$ cat src/rtl/hazard_forward_unit.sv
`default_nettype none
// ============================================================================
//  Module      : hazard_forward_unit
//  Description : Operand-forwarding select and load-use stall generator for
//                the 5-stage core. Optional statistics counters are built
//                when FWD_STATS_EN is defined.
//  Revision    : 1.0 - initial release
// ============================================================================
module hazard_forward_unit #(
    parameter int REG_ADDR_WIDTH = 5,
    parameter int CNT_WIDTH      = 32
) (
    input  logic                      clk,
    input  logic                      rst,
    input  logic                      id_valid,
    input  logic [REG_ADDR_WIDTH-1:0] id_rs1,
    input  logic [REG_ADDR_WIDTH-1:0] id_rs2,
    input  logic                      id_rs1_used,
    input  logic                      id_rs2_used,
    input  logic [REG_ADDR_WIDTH-1:0] id_rd,
    input  logic                      id_reg_write,
    input  logic                      id_mem_read,
    input  logic                      ex_flush,
    output logic                      stall,
    output logic [1:0]                forwardA,
    output logic [1:0]                forwardB
`ifdef FWD_STATS_EN
    ,
    output logic [CNT_WIDTH-1:0]      stat_stalls,
    output logic [CNT_WIDTH-1:0]      stat_fwd_ex,
    output logic [CNT_WIDTH-1:0]      stat_fwd_wb
`endif
);

    localparam logic [1:0]                c_sel_rf    = 2'b00;
    localparam logic [1:0]                c_sel_memwb = 2'b01;
    localparam logic [1:0]                c_sel_exmem = 2'b10;
    localparam logic [REG_ADDR_WIDTH-1:0] c_reg_zero  = '0;

    // The register file is write-first, so a producer in WB never needs a
    // forward path; only the EX and MEM shadow stages are materialised.
    logic                      r_ex_valid;
    logic [REG_ADDR_WIDTH-1:0] r_ex_rd;
    logic                      r_ex_reg_write;
    logic                      r_ex_mem_read;
    logic                      r_mem_valid;
    logic [REG_ADDR_WIDTH-1:0] r_mem_rd;
    logic                      r_mem_reg_write;
    logic [1:0]                r_forward_a;
    logic [1:0]                r_forward_b;

    logic                      w_ex_live;
    logic                      w_mem_live;
    logic                      w_ex_load;
    logic                      w_stall;
    logic                      w_id_enter;
    logic [1:0]                w_fa_next;
    logic [1:0]                w_fb_next;

    function automatic logic [1:0] sel_for(
        input logic [REG_ADDR_WIDTH-1:0] rs,
        input logic                      used,
        input logic                      ex_live,
        input logic [REG_ADDR_WIDTH-1:0] ex_rd,
        input logic                      mem_live,
        input logic [REG_ADDR_WIDTH-1:0] mem_rd
    );
        logic [1:0] sel;
        sel = c_sel_rf;
        if (used && ex_live && (rs == ex_rd)) begin
            sel = c_sel_exmem;
        end else if (used && mem_live && (rs == mem_rd)) begin
            sel = c_sel_memwb;
        end
        return sel;
    endfunction

    always_comb begin
        w_ex_live  = r_ex_valid  & r_ex_reg_write  & (r_ex_rd  != c_reg_zero);
        w_mem_live = r_mem_valid & r_mem_reg_write & (r_mem_rd != c_reg_zero);
        w_ex_load  = r_ex_valid  & r_ex_mem_read   & (r_ex_rd  != c_reg_zero);
        // Flush and reset both dominate the load-use stall.
        w_stall    = ~rst & id_valid & ~ex_flush & w_ex_load &
                     ((id_rs1_used & (id_rs1 == r_ex_rd)) |
                      (id_rs2_used & (id_rs2 == r_ex_rd)));
        w_id_enter = id_valid & ~w_stall & ~ex_flush;
        w_fa_next  = sel_for(id_rs1, id_rs1_used, w_ex_live, r_ex_rd, w_mem_live, r_mem_rd);
        w_fb_next  = sel_for(id_rs2, id_rs2_used, w_ex_live, r_ex_rd, w_mem_live, r_mem_rd);
    end

    always_ff @(posedge clk) begin
        if (rst) begin
            r_ex_valid      <= 1'b0;
            r_ex_rd         <= '0;
            r_ex_reg_write  <= 1'b0;
            r_ex_mem_read   <= 1'b0;
            r_mem_valid     <= 1'b0;
            r_mem_rd        <= '0;
            r_mem_reg_write <= 1'b0;
            r_forward_a     <= c_sel_rf;
            r_forward_b     <= c_sel_rf;
        end else begin
            r_mem_valid     <= r_ex_valid;
            r_mem_rd        <= r_ex_rd;
            r_mem_reg_write <= r_ex_reg_write;
            if (w_id_enter) begin
                r_ex_valid     <= 1'b1;
                r_ex_rd        <= id_rd;
                r_ex_reg_write <= id_reg_write;
                r_ex_mem_read  <= id_mem_read;
                r_forward_a    <= w_fa_next;
                r_forward_b    <= w_fb_next;
            end else begin
                r_ex_valid     <= 1'b0;
                r_ex_rd        <= '0;
                r_ex_reg_write <= 1'b0;
                r_ex_mem_read  <= 1'b0;
                r_forward_a    <= c_sel_rf;
                r_forward_b    <= c_sel_rf;
            end
        end
    end

    assign stall    = w_stall;
    assign forwardA = r_forward_a;
    assign forwardB = r_forward_b;

`ifdef FWD_STATS_EN
    localparam logic [CNT_WIDTH-1:0] c_cnt_one = {{(CNT_WIDTH-1){1'b0}}, 1'b1};
    localparam logic [CNT_WIDTH-1:0] c_cnt_max = '1;

    logic [CNT_WIDTH-1:0] r_stat_stalls;
    logic [CNT_WIDTH-1:0] r_stat_fwd_ex;
    logic [CNT_WIDTH-1:0] r_stat_fwd_wb;
    logic                 w_any_ex;
    logic                 w_any_wb;

    // A cycle where both operands share a code counts once.
    assign w_any_ex = (r_forward_a == c_sel_exmem) | (r_forward_b == c_sel_exmem);
    assign w_any_wb = (r_forward_a == c_sel_memwb) | (r_forward_b == c_sel_memwb);

    always_ff @(posedge clk) begin
        if (rst) begin
            r_stat_stalls <= '0;
            r_stat_fwd_ex <= '0;
            r_stat_fwd_wb <= '0;
        end else begin
            if (w_stall && (r_stat_stalls != c_cnt_max)) begin
                r_stat_stalls <= r_stat_stalls + c_cnt_one;
            end
            if (w_any_ex && (r_stat_fwd_ex != c_cnt_max)) begin
                r_stat_fwd_ex <= r_stat_fwd_ex + c_cnt_one;
            end
            if (w_any_wb && (r_stat_fwd_wb != c_cnt_max)) begin
                r_stat_fwd_wb <= r_stat_fwd_wb + c_cnt_one;
            end
        end
    end

    assign stat_stalls = r_stat_stalls;
    assign stat_fwd_ex = r_stat_fwd_ex;
    assign stat_fwd_wb = r_stat_fwd_wb;
`endif

endmodule
`default_nettype wire

$ cat config.mk
export PLATFORM = sky130hd
export DESIGN_NAME = hazard_forward_unit
export DESIGN_NICKNAME = d
export VERILOG_FILES = /design/src/rtl/hazard_forward_unit.sv
export SDC_FILE = /design/constraint.sdc
export NUM_CORES = 1
export LEC_CHECK = 0
export ABC_AREA = 0
export CORE_MARGIN = 10
export CORE_UTILIZATION = 46
export CTS_CLUSTER_SIZE = 8
export DETAILED_ROUTE_END_ITERATION = 10
export HOLD_SLACK_MARGIN = 0.06
export PLACE_DENSITY = 0.81
export SETUP_SLACK_MARGIN = 0.1
export SLEW_MARGIN = 5
export SYNTH_ARGS = -nofsm -noshare
export SYNTH_HDL_FRONTEND = slang
export SYNTH_SLANG_ARGS = --single-unit
export TNS_END_PERCENT = 1
$ cat constraint.sdc
create_clock -name clk -period 3.65 [get_ports clk]
set_clock_uncertainty 0.2 [all_clocks]
set_input_delay 0.365 -clock clk [delete_from_list [all_inputs] [get_ports clk]]
set_output_delay 0.365 -clock clk [all_outputs]
set_load 0.01 [all_outputs]
==> results by stage <==
Die:
- The total core area is 1708 um2.
- Once the floorplan was initialized, standard cells occupied 47.77% of the core.
- The width of the die is 62.11 um.
- The chip height is around 62 um.
- The number of rows created at floorplan is 15.
- The floorplan step defined a die boundary enclosing 3858 um2.
- In this run the count of I/O pins placed on the die edge is 28.

Finish:
- The number of inserted filler cells in the final layout is 135.
- 0 antenna diodes ended up in the layout.
- The share of the core filled with cells is 66.52%.
- After routing the design area is 1136 um2.
- The area added between synthesis and finish is 39.26%.
- The area taken by flip-flops and latches is 380.4 um2.
- The finished layout holds 136 standard cells, fillers aside.
- The proportion of layout cells with a drive suffix above 1 is ~4.5%.
- The area occupied by multi-input gates is 416.7 um2.
- At the end of the flow, the number of nets in the layout was 135.

Logic synthesis:
- The Yosys step of the flow raised 0 warnings.
- After synthesis, the largest area contributor takes up between 40% and 50% of total cell area.
- The mean post-synth cell area is 10.07 um2.
- The cell count after synthesis is 81.
- Yosys mapped a number of flops with a built-in enable equal to 0.
- The number of flip-flops and latches in the synthesized netlist is 19.
- After synthesis the cells add up to slightly above 800 um2.
- Sequential elements use 46.63% of the synthesized area.
- Of all flip-flops after synthesis, the portion carrying an async set or reset was 0%.
- For this run, the leading register cell type out of synthesis is sky130_fd_sc_hd__dfxtp_1.
- In the post-synthesis netlist, the biggest area contributors are sky130_fd_sc_hd__dfxtp_1 47%, sky130_fd_sc_hd__xor2_1 17%, sky130_fd_sc_hd__and3_1 5.4%.
- The count of different cell masters after synthesis is 22.
- The net count of the mapped netlist is 104.
- The cell taking the most area after synthesis is sky130_fd_sc_hd__dfxtp_1.

Clock tree:
- The CTS tree is done.
- The tree built by TritonCTS fans out to 19 sinks.
- Counting along the longest clock path gives a buffer depth of 2.
- The deepest level of the CTS H-tree is 1.
- Buffers added to address setup during post-CTS repair amount to 0.
- The number of hold buffers added after CTS was 0.
- The buffer type at the clock tree root is sky130_fd_sc_hd__clkbuf_4.
- The clock reaches the later pin of the worst-skew pair after 0.28 ns.
- After clock tree synthesis, the clock-pin slew on the worst setup and hold paths is 0.10 ns.
- The number of CTS-inserted buffers is 3.
- The post-cts resize count is 0.

Global routing:
- The number of antenna violations at the first check in global routing is 0.
- The first global-routing pass estimated ~3000 um of wire.
- For this run the aggregate overflow at the end of global routing stands at 0.
- The total global routing track utilization is 9.423%.
- Entering global routing, the biggest net connects 12 pins.
- The number of global-route vias before repair is 686.

Detailed routing:
- The detailed router placed 645 vias in this run.
- The number of iterations in the first detailed-routing pass is 3.
- Wires add up to 1829 um.
- The routed wirelength normalized by instance count is ~13 um.
- The total DRC errors in the routed layout is 0.
- The first-iteration detailed-routing DRC count is 5.
- The count of nets left with antenna violations once routing finished came out at 0.
- The via count normalized by instance count is 4.743.

Placed design:
- The number of placed cells counting well taps is around 130.
- Routability-driven placement finished with a final weighted congestion of 0.8971.
- The HPWL after detailed placement is 1564 um.
- The total placed instance area is 1110 um2.
- The total of buffers placed on input and output ports is 27.

Timing:
- Setup repair after global routing left no endpoint under its margin.
- After routing, the total negative slack on setup checks comes to 0 ns.
- The worst slew margin relative to its limit is 80.73%.
- The fmax is 339.7 MHz.
- Setup violations remaining at the end of the flow were counted as 0.
- The post-route minimum period is approximately 2.9 ns.
- The worst hold-check slack is 0.2753 ns.
- The final count of pins violating max slew is 0.
- The final count of hold timing violations was 0.
- The share of the clock period used by the worst path after layout is 80.66%.
- For the pin with the worst max-slew slack, the measured transition is around 0.29 ns.

Power:
- The reported leakage power is 0.4916 nW.
- IR analysis of the VDD net gives a maximum drop of approximately 320 uV.
- The cell area power density is approximately 320 nW/um2.

Status:
- The run finished with clean final reports.

Worst setup path:
- In this run the worst path has a maximum fanout of 11.
- Data on the critical path is required at its endpoint by 3.08 ns.
- By startpoint and endpoint, the worst setup path is classified as in -> out.
- The element type at the critical path end is an output port.
- The worst setup path is launched from an input port.
- The worst endpoint data arrival time is about 2.4 ns.

Job:
- The number of max-cap violations is 0.

Min path:
- The class of the tightest hold or removal check is reg -> reg.
-- worst max-delay path: stages --
cell                              delay [ns]
sky130_fd_sc_hd__clkdlybuf4s50_1        0.45
sky130_fd_sc_hd__xor2_1                 0.16
sky130_fd_sc_hd__nor4_1                 0.30
sky130_fd_sc_hd__nand3_1                0.18
sky130_fd_sc_hd__a21o_1                 0.31
sky130_fd_sc_hd__inv_1                  0.09
sky130_fd_sc_hd__clkdlybuf4s50_1        0.53
-- cells in the mapped netlist, types with 2 or more instances --
cell                      number
sky130_fd_sc_hd__dfxtp_1      19
sky130_fd_sc_hd__xor2_1       16
sky130_fd_sc_hd__and3_1        7
sky130_fd_sc_hd__and2b_1       5
sky130_fd_sc_hd__nand3_1       5
sky130_fd_sc_hd__nor2_1        5
sky130_fd_sc_hd__nor4_1        4
sky130_fd_sc_hd__xnor2_1       4
sky130_fd_sc_hd__nor2b_1       2
sky130_fd_sc_hd__nor4b_1       2
-- cell usage in the layout (no fill, tap or decap) --
master,count
sky130_fd_sc_hd__and2_1,1
sky130_fd_sc_hd__nor4b_1,2
sky130_fd_sc_hd__nor3b_1,1
sky130_fd_sc_hd__clkdlybuf4s50_1,27
sky130_fd_sc_hd__nor2_1,5
sky130_fd_sc_hd__clkbuf_4,3
sky130_fd_sc_hd__buf_4,1
sky130_fd_sc_hd__or3b_2,1
sky130_fd_sc_hd__nor2b_1,2
sky130_fd_sc_hd__o2111ai_1,1
sky130_fd_sc_hd__dfxtp_1,19
sky130_fd_sc_hd__inv_1,1
sky130_fd_sc_hd__nand4_1,1
sky130_fd_sc_hd__nand3_1,5
sky130_fd_sc_hd__a21o_1,1
sky130_fd_sc_hd__or4_1,1
sky130_fd_sc_hd__nor4_1,4
sky130_fd_sc_hd__xnor2_1,4
sky130_fd_sc_hd__nand2_1,1
sky130_fd_sc_hd__and2b_1,5
sky130_fd_sc_hd__nor3_1,1
sky130_fd_sc_hd__xor2_1,16
sky130_fd_sc_hd__clkbuf_1,1
sky130_fd_sc_hd__and3_1,7
-- layer usage --
metal / global-route usage, % / vias up / wire length [um]
li1: - / 337 / -
met1: 9.407 / 293 / 765
met2: 17.82 / 13 / 971
met3: 3.763 / 2 / 78
met4: 1.714 / 0 / 14
met5: 0 / - / 0
-- stage by stage --
step | setup slack, ns | total power, W
2_1_floorplan | 1.794 | 0.0002364
3_3_place_gp | 0.7454 | 0.0002670
3_5_place_dp | 0.7216 | 0.0002684
4_1_cts | 0.7014 | 0.0003632
5_1_grt | 0.5409 | 0.0003768
6_report | 0.7058 | 0.0003608
-- layout make-up --
| class | instances | share of cell area [%] |
|---|---|---|
| clock buffers | 4 | 2.313 |
| flip-flops and latches | 19 | 33.48 |
| repair buffers | 28 | 24.45 |
| well taps | 25 | 2.753 |
| multi-input cells | 59 | 36.67 |
| inverters | 1 | 0.3304 |
-- where the power goes --
group          switching (W)  total [W]  internal [W]
registers         0.00000387   0.000215      0.000211
logic              0.0000158  0.0000483     0.0000325
clock network      0.0000552  0.0000975     0.0000423
total              0.0000749   0.000361      0.000286
-- kinds of logic (layout without fill, tap and decap cells) --
family | Yosys count | after routing | synth area share (%)
AOI/OAI and AO/OA | 2 | 2 | 1.994
DFF | 19 | 19 | 46.63
xor gates and xnor gates | 20 | 20 | 21.47
buffers and inverters | 3 | 33 | 2.300
and+or+nand+nor | 37 | 37 | 27.61
-- sequential cells by signal (all words and copies together), names as in the netlist --
signal / cells
forwardA: 2
forwardB: 2
r_ex_mem_read: 1
r_ex_rd: 5
r_ex_reg_write: 1
r_ex_valid: 1
r_mem_rd: 5
r_mem_reg_write: 1
r_mem_valid: 1
-- worst paths after layout --
check	from	end	slack, ns	depth (start not counted)
worst max-delay path	id_rs1[4]	stall	0.71	7
worst min-delay path	r_ex_reg_write	r_mem_reg_write	0.28	1
worst max register to register	r_ex_rd[4]	r_ex_rd[4]	1.81	5
worst min register to register	r_ex_reg_write	r_mem_reg_write	0.28	1
No activity file was read; power rests on OpenSTA's default activity.
